## config.mk

```make
export PLATFORM = sky130hd
export DESIGN_NAME = servo_pwm_capture
export DESIGN_NICKNAME = d
export VERILOG_FILES = /design/src/rtl/servo_pwm_capture.sv
export SDC_FILE = /design/constraint.sdc
export NUM_CORES = 1
export LEC_CHECK = 0
export BUFFER_PORTS_ARGS = -buffer_cell sky130_fd_sc_hd__clkbuf_2
export CAP_MARGIN = 30
export CORE_MARGIN = 2
export CORE_UTILIZATION = 30
export CTS_BUF_LIST = sky130_fd_sc_hd__clkbuf_4 sky130_fd_sc_hd__clkbuf_8
export DETAILED_ROUTE_END_ITERATION = 8
export PLACE_DENSITY_LB_ADDON = 0.08
export RECOVER_POWER = 25
export REMOVE_ABC_BUFFERS = 1
export SYNTH_ARGS = -nofsm -noshare
export SYNTH_HDL_FRONTEND = slang
export SYNTH_SLANG_ARGS = --single-unit
```

## constraint.sdc

```tcl
create_clock -name clk -period 3.58 [get_ports clk]
set_clock_uncertainty 0.15 [all_clocks]
set_input_delay 0.537 -clock clk [delete_from_list [all_inputs] [get_ports clk]]
set_output_delay 0.537 -clock clk [all_outputs]
set_load 0.05 [all_outputs]
```

## src/rtl/servo_pwm_capture.sv

```systemverilog
`default_nettype none
// ============================================================================
//  Module      : servo_pwm_capture
//  Description : Measures the high time of an incoming servo PWM waveform and
//                converts it to an integer angle without a divider.
//                Flags short/long pulses and loss of signal.
//  Revision    : 1.0 - initial release
// ============================================================================
module servo_pwm_capture #(
    parameter int MIN_PULSE   = 60000,
    parameter int STEP        = 944,
    parameter int MAX_ANGLE   = 180,
    parameter int LOST_CYCLES = 4000000
) (
    input  logic        clk,
    input  logic        clr,
    input  logic        pwm_in,
    output logic [8:0]  angle,
    output logic [19:0] pulse_width,
    output logic        angle_valid,
    output logic        err_short,
    output logic        err_long,
    output logic        signal_lost
);

    localparam int          c_STEP_W    = (STEP > 1) ? $clog2(STEP) : 1;
    localparam logic [19:0] c_MIN       = 20'(MIN_PULSE);
    localparam logic [19:0] c_LIMIT     = 20'(MIN_PULSE + STEP * (MAX_ANGLE + 1));
    localparam logic [c_STEP_W-1:0] c_STEP_LAST = c_STEP_W'(STEP - 1);
    localparam logic [21:0] c_LOST      = 22'(LOST_CYCLES);
    localparam logic [21:0] c_PERIOD_MAX = '1;

    localparam logic [1:0] S_SYNC = 2'd0;
    localparam logic [1:0] S_LOW  = 2'd1;
    localparam logic [1:0] S_HIGH = 2'd2;

    logic [1:0]          r_state;
    logic [1:0]          w_next;
    logic                r_meta;
    logic                r_pwm_s;
    logic                r_armed;
    logic [19:0]         r_width;
    logic [c_STEP_W-1:0] r_step;
    logic [8:0]          r_acc;
    logic [21:0]         r_period;
    logic [8:0]          r_angle;
    logic [19:0]         r_pulse_width;
    logic                r_valid;
    logic                r_short;
    logic                r_long;
    logic                w_start;
    logic                w_inc;
    logic                w_eval;
    logic                w_long;

    // Two-flop synchronizer; r_armed marks that r_meta now reflects the real pin.
    always_ff @(posedge clk) begin
        if (clr) begin
            r_meta  <= 1'b0;
            r_pwm_s <= 1'b0;
            r_armed <= 1'b0;
        end else begin
            r_meta  <= pwm_in;
            r_pwm_s <= r_meta;
            r_armed <= 1'b1;
        end
    end

    // State register.
    always_ff @(posedge clk) begin
        if (clr) r_state <= S_SYNC;
        else     r_state <= w_next;
    end

    // Next-state and datapath controls. SYNC leaves only once both synchronizer
    // stages show a settled low, so a pulse already high at reset is skipped.
    always_comb begin
        w_next  = r_state;
        w_start = 1'b0;
        w_inc   = 1'b0;
        w_eval  = 1'b0;
        w_long  = 1'b0;
        case (r_state)
            S_SYNC: begin
                if (r_armed && !r_meta && !r_pwm_s) w_next = S_LOW;
            end
            S_LOW: begin
                if (r_pwm_s) begin
                    w_next  = S_HIGH;
                    w_start = 1'b1;
                end
            end
            S_HIGH: begin
                if (r_width == c_LIMIT) begin
                    w_long = 1'b1;
                    w_next = S_SYNC;
                end else if (r_pwm_s) begin
                    w_inc = 1'b1;
                end else begin
                    w_eval = 1'b1;
                    w_next = S_LOW;
                end
            end
            default: w_next = S_SYNC;
        endcase
    end

    // Width counter plus incremental angle: the step counter runs only beyond
    // MIN_PULSE and bumps the accumulator every STEP cycles, so the accumulator
    // equals floor((W - MIN_PULSE) / STEP) when the pulse ends.
    always_ff @(posedge clk) begin
        if (clr) begin
            r_width       <= '0;
            r_step        <= '0;
            r_acc         <= '0;
            r_angle       <= '0;
            r_pulse_width <= '0;
            r_valid       <= 1'b0;
            r_short       <= 1'b0;
            r_long        <= 1'b0;
        end else begin
            r_valid <= 1'b0;
            r_short <= 1'b0;
            r_long  <= w_long;
            if (w_start) begin
                r_width <= 20'd1;
                r_step  <= '0;
                r_acc   <= '0;
            end else if (w_inc) begin
                r_width <= r_width + 20'd1;
                if (r_width >= c_MIN) begin
                    if (r_step == c_STEP_LAST) begin
                        r_step <= '0;
                        r_acc  <= r_acc + 9'd1;
                    end else begin
                        r_step <= r_step + 1'b1;
                    end
                end
            end
            if (w_eval) begin
                if (r_width < c_MIN) begin
                    r_short <= 1'b1;
                end else begin
                    r_angle       <= r_acc;
                    r_pulse_width <= r_width;
                    r_valid       <= 1'b1;
                end
            end
        end
    end

    // Saturating cycles-since-last-rising-edge counter for loss-of-signal.
    always_ff @(posedge clk) begin
        if (clr || w_start)              r_period <= '0;
        else if (r_period != c_PERIOD_MAX) r_period <= r_period + 22'd1;
    end

    assign angle       = r_angle;
    assign pulse_width = r_pulse_width;
    assign angle_valid = r_valid;
    assign err_short   = r_short;
    assign err_long    = r_long;
    assign signal_lost = (r_period >= c_LOST);

endmodule
`default_nettype wire

```

==> results.yml, run 1 <==
clock_tree:
  cts_sinks: 98
  clock_latency_ps: 390
  clockRootBuffer: "clkbuf_8"
  cts_resized: 0
  clkTransAtPathRegs_ps: 100
  clockBufferDepth: 2
  ctsHoldBuffers: 0
  cts_tree: "done"
  cts_buffers: 9
  post_cts_buffers: 0
  h-tree-depth: 3
power:
  powerDensity_mw_per_mm2: 366
  p_leak_nw: 1.64
  ir_drop_mv: 0.158
logic_synthesis:
  synth.area.top_cells: "dfxtp_1 (41%), nand4_1 (6.2%), o31ai_1 (5.9%)"
  netlist-cell-type-count: 57
  yosysTopAreaCellShare_pct: 41.4
  synthCells: 557
  synth_warnings: 0
  synth_edf_count: 0
  synth-seq-area-share_pct: 41.4
  ys_async_sr_fraction_pct: 0
  avgSynthCellArea_um2: 8.50
  synthesis.area_mm2: 0.00474
  synthTopCellsByCount: "dfxtp_1 (98), a21oi_1 (47), nand4_1 (47)"
  synth_top_flop_cell: "dfxtp_1"
  ys_ff_latch: 98
  yosys.area.top_type: "dfxtp_1"
  yosysMostFrequentCell: "dfxtp_1"
setup_path:
  r2r-start: "r_width[9]"
  r2r_setup_slack_ps: 800
  crit_chain: "or4b_1, or4_1, or2_1, buf_4, nand4_1, a21oi_1"
  arrival_ps: 2870
  critPathMaxStageDelay_ps: 520
  worst-path-max-fanout: 24
  cp.required_ps: 3660
  critPathSlowestCell: "or2_1"
  critPathTopFamily: "simple AND/OR/NAND/NOR gates"
  reg2reg_to: "angle[1]"
  crit_type: "register to register"
  end_kind: "register"
  r2r_cells: 6
  critPathBufInv: 1
  startpoint_type: "register"
route:
  wl_um: 12400
  drc: 0
  wl_met3_um: 368
  wl_met2_um: 5690
  vias: 4128
  dr.first_iter.drc_count: 297
  wl_met1_um: 6090
  ant_nets: 0
  drt-pass1-iter-count: 6
  top_layer: "met4"
  viasPerCell: 5.26
  wl_per_cell_um: 15.8
sta:
  maxSlewViolCount: 0
  hold-worst-slack_ps: 218
  worst_slack_ps: 798
  worstMarginPinSlew_ps: 912
  final-hold-violation-count: 0
  max_freq_ghz: 0.359
  setup_viol: 0
  rsz0062_at_grt: "no"
  period_minus_slack_ps: 2780
  period_share_pct: 77.7
  relSlewSlack_pct: 39.2
global_route:
  grt_pass1_vias: 4039
  grt-ovfl-total: 0
  grt_pass1_wl_um: 20800
  antenna_found_initial: 0
  track_usage_pct: 15.6
  grt_max_degree: 33
hold_path:
  hold_class: "primary input to register"
  min_to: "r_meta"
  hold_start: "pwm_in"
  hold_depth: 2
floorplanning:
  io_pins: 36
  placementRows: 45
  die-area_mm2: 0.0168
  initial_core_util_pct: 30.9
  core-area_mm2: 0.0153
  die_h_um: 130
  fp.dieW_um: 130
finish:
  final_cells: 785
  layout-drive-gt1-share_pct: 7.67
  area_growth_pct: 11.1
  stdcell_area_mm2: 0.00526
  finalCoreUtilization_pct: 34.4
  fin_nets: 578
  antennaDiodeCount: 0
place:
  post-place-ws_ps: 830
  dp_cells: 769
  dpl-instance-area_mm2: 0.00509
  routabilityCongestion: 0.819
  port-buffer-count: 35
  dpl.hpwl_um: 8240
status:
  status: "finished, final reports clean"
run:
  cap_viol_max_count: 0
## metrics by stage
stage / TNS (ps) / total power [W]
6_report: 0 / 0.00193
5_1_grt: 0 / 0.00201
4_1_cts: 0 / 0.00197
3_5_place_dp: 0 / 0.00118
3_3_place_gp: 0 / 0.00118
2_1_floorplan: -6400 / 0.00116
## worst reg2reg max path: stages (launching register included)
cell and delay (ps):
dfxtp_1 390, or4b_1 510, or4_1 510, or2_1 520
buf_4 350, nand4_1 140, a21oi_1 70
## registers in the layout (all words and copies together), names as in the netlist
signal / cells
r_period: 22
pulse_width: 20
r_width: 20
r_step: 10
angle: 9
r_acc: 9
r_state: 2
angle_valid: 1
err_long: 1
err_short: 1
r_armed: 1
r_meta: 1
r_pwm_s: 1
## routing by layer
metal	vias to the layer above	global-route usage (%)
met1	1954	20.6
met5	-	0
met4	0	6.51
li1	2095	-
met3	17	2.56
met2	62	25.2
## layout make-up
type                    count  area, um2
fillers                  1636      10100
multi-input cells         398       2540
flip-flops and latches     98       1960
well taps                 211        264
repair buffers             48        236
clock buffers              11        145
clock inverters             5       60.1
inverters                  14       52.6
## worst max path at each step
stage | start | end | slack, ps | depth (start not counted)
floorplan | r_width[9] | r_step[7] | -330 | 5
global placement | r_width[9] | pulse_width[1] | 870 | 6
detailed placement | r_width[9] | pulse_width[1] | 830 | 6
CTS | r_width[9] | pulse_width[11] | 810 | 6
global route | r_width[9] | pulse_width[1] | 600 | 6
finish | r_width[9] | angle[1] | 800 | 6
## cells by family after synthesis
group	share of synthesized area (%)
DFF	41.4
xor gates and xnor gates	4.62
buffers and inverters	5.60
muxes	2.77
AOI/OAI and AO/OA	17.3
and+or+nand+nor	26.7
adders and majority gates	1.58
## cells in the final DEF (no fill, tap or decap), drive strengths merged, types with 6 or more instances in the layout
master,Yosys,final
nand3,17,17
buf,14,13
o31ai,37,37
mux2i,12,12
a21oi,47,47
nand2b,13,13
nor2,38,38
nor4,18,18
o21ai,12,12
clkbuf,33,46
nor3,13,13
dfxtp,98,98
inv,14,16
ha,6,6
xnor2,15,15
and3,14,14
nand2,34,34
nand4,47,47
xor2,10,10
## report_power, final
group | switching (W) | internal (W) | total, W
clock network | 0.000419 | 0.000354 | 0.000774
registers | 0.00000783 | 0.00110 | 0.00110
logic | 0.0000366 | 0.0000151 | 0.0000517
No activity file was read; power rests on OpenSTA's default activity.
==> inputs of run 2 (changes only) <==
==> constraint.sdc (replaced) <==
create_clock -name clk -period 2.5 [get_ports clk]
set_clock_uncertainty 0.15 [all_clocks]
set_input_delay 0.375 -clock clk [delete_from_list [all_inputs] [get_ports clk]]
set_output_delay 0.375 -clock clk [all_outputs]
set_load 0.05 [all_outputs]
==> results.yml, run 2 (synthesized netlist as in run 1, its figures left out) <==
global_route:
  grt_pass1_vias: 4079
  grtUsageMet2_pct: 26.2
  grt_max_degree: 36
  antenna_found_initial: 1
  grt_pass1_wl_um: 20900
  grt_util_met3_pct: 3.59
  track_usage_pct: 15.8
  grt-ovfl-total: 0
  grt_use_met1_pct: 20.3
  top_usage_layer: "met2"
setup_path:
  r2r_setup_slack_ps: 140
  crit_chain: "or4b_1, or4_1, nor2_4, buf_4, o31ai_1, a21oi_1"
  critPathBufInv: 1
  critPathMaxStageDelay_ps: 510
  arrival_ps: 2520
  end_kind: "register"
  reg2reg_to: "r_step[8]"
  startpoint_type: "register"
  critPathTopFamily: "simple AND/OR/NAND/NOR gates"
  crit_type: "register to register"
  path_depth: 6
  r2r-start: "r_width[9]"
  cp.required_ps: 2660
  r2r_cells: 6
  endpoint: "r_step[8]"
  critPathSlowestCell: "or4_1"
  crit_path_start: "r_width[9]"
  worst-path-max-fanout: 10
finish:
  nFillCells: 1630
  finalCoreUtilization_pct: 35.4
  area_growth_pct: 14.4
  layout-drive-gt1-share_pct: 10.1
  final_cell_mix: "dfxtp_1 (98), nand4_1 (47), a21oi_1 (46)"
  final_common_cell: "dfxtp_1"
  regMostFlops: "r_period"
  fin_nets: 598
  antennaDiodeCount: 0
  largest_reg_flops: 22
power:
  powerDensity_mw_per_mm2: 498
  ir_drop_mv: 0.313
  fin_total_pwr_w: 0.00270
  p_leak_nw: 1.74
route:
  dr.first_iter.drc_count: 212
  wl_um: 12500
  drc: 0
  wl_per_cell_um: 15.6
  vias: 4222
  viasPerCell: 5.26
  ant_nets: 0
  drt-pass1-iter-count: 4
place:
  dpl.hpwl_um: 8510
  routabilityCongestion: 0.791
  port-buffer-count: 35
clock_tree:
  clkTransAtPathRegs_ps: 90
  clock_latency_ps: 380
  cts_buffers: 9
  cts_tree: "done"
  post_cts_buffers: 0
  cts_sinks: 98
  clockRootBuffer: "clkbuf_8"
  h-tree-depth: 3
  clockBufferDepth: 2
floorplanning:
  io_pins: 36
  placementRows: 45
  die_h_um: 130
  fp.dieW_um: 130
  core-area_mm2: 0.0153
  die-area_mm2: 0.0168
  initial_core_util_pct: 30.9
sta:
  worstMarginPinSlew_ps: 818
  hold-worst-slack_ps: 61.8
  setup_viol: 0
  period_minus_slack_ps: 2360
  finalSetupTns_ps: 0
  relSlewSlack_pct: 45.5
  final-hold-violation-count: 0
  max_freq_ghz: 0.424
  rsz0062_at_grt: "no"
  period_share_pct: 94.4
  maxSlewViolCount: 0
run:
  cap_viol_max_count: 0
hold_path:
  hold_class: "primary input to register"
  hold_depth: 2
status:
  status: "finished, final reports clean"
[run 2: changes by cell type in the layout (fill, tap and decap cells not counted), sizes merged]
cell and change:
inv -2, buf +20, clkinvlp +1, clkbuf -1
[run 2: worst min-delay path by stage]
stage / end / startpoint
after floorplan: r_period[4] / r_period[4]
after global placement: r_period[4] / r_period[4]
after detailed placement: r_period[4] / r_period[4]
after CTS: r_meta / pwm_in
after global routing: r_meta / pwm_in
final: r_meta / pwm_in
[run 2: per-layer routing]
metal  part of all wire, %  wire length [um]  vias up
met5                  0.10                13        -
met1                    50              6210     2016
li1                      -                 -     2132
met2                    45              5710       57
met4                   1.4               174        2
met3                   3.5               438       15
[run 2: metrics by stage]
step | cells | instance area [um2] | setup WS [ps]
2_1_floorplan | 510 | 4520 | -1410
3_3_place_gp | 789 | 5270 | 170
3_5_place_dp | 789 | 5270 | 176
4_1_cts | 803 | 5460 | 132
5_1_grt | 803 | 5420 | 28.3
6_report | 803 | 5420 | 140
[run 2: repair_timing]
action,CTS,global route
endpoints found under the setup margin,0,1
hold buffers,0,0
gates resized for setup,0,1
[run 2: layout make-up]
| type | count | area (um2) | share of cell area, % |
|---|---|---|---|
| Tap cell | 211 | 264 | 4.87 |
| Timing Repair Buffer | 68 | 407 | 7.50 |
| Multi-Input combinational cell | 398 | 2540 | 46.9 |
| Inverter | 14 | 52.6 | 0.970 |
| Clock inverter | 4 | 53.8 | 0.993 |
| Clock buffer | 10 | 138 | 2.54 |
| Sequential cell | 98 | 1960 | 36.2 |
[run 2: power breakdown]
group,leakage [nW],internal (W),switching [W]
sequential,0.791,0.00157,0.00000979
clock,0.0904,0.000481,0.000557
combinational,0.854,0.0000258,0.0000550
total,1.74,0.00207,0.000622
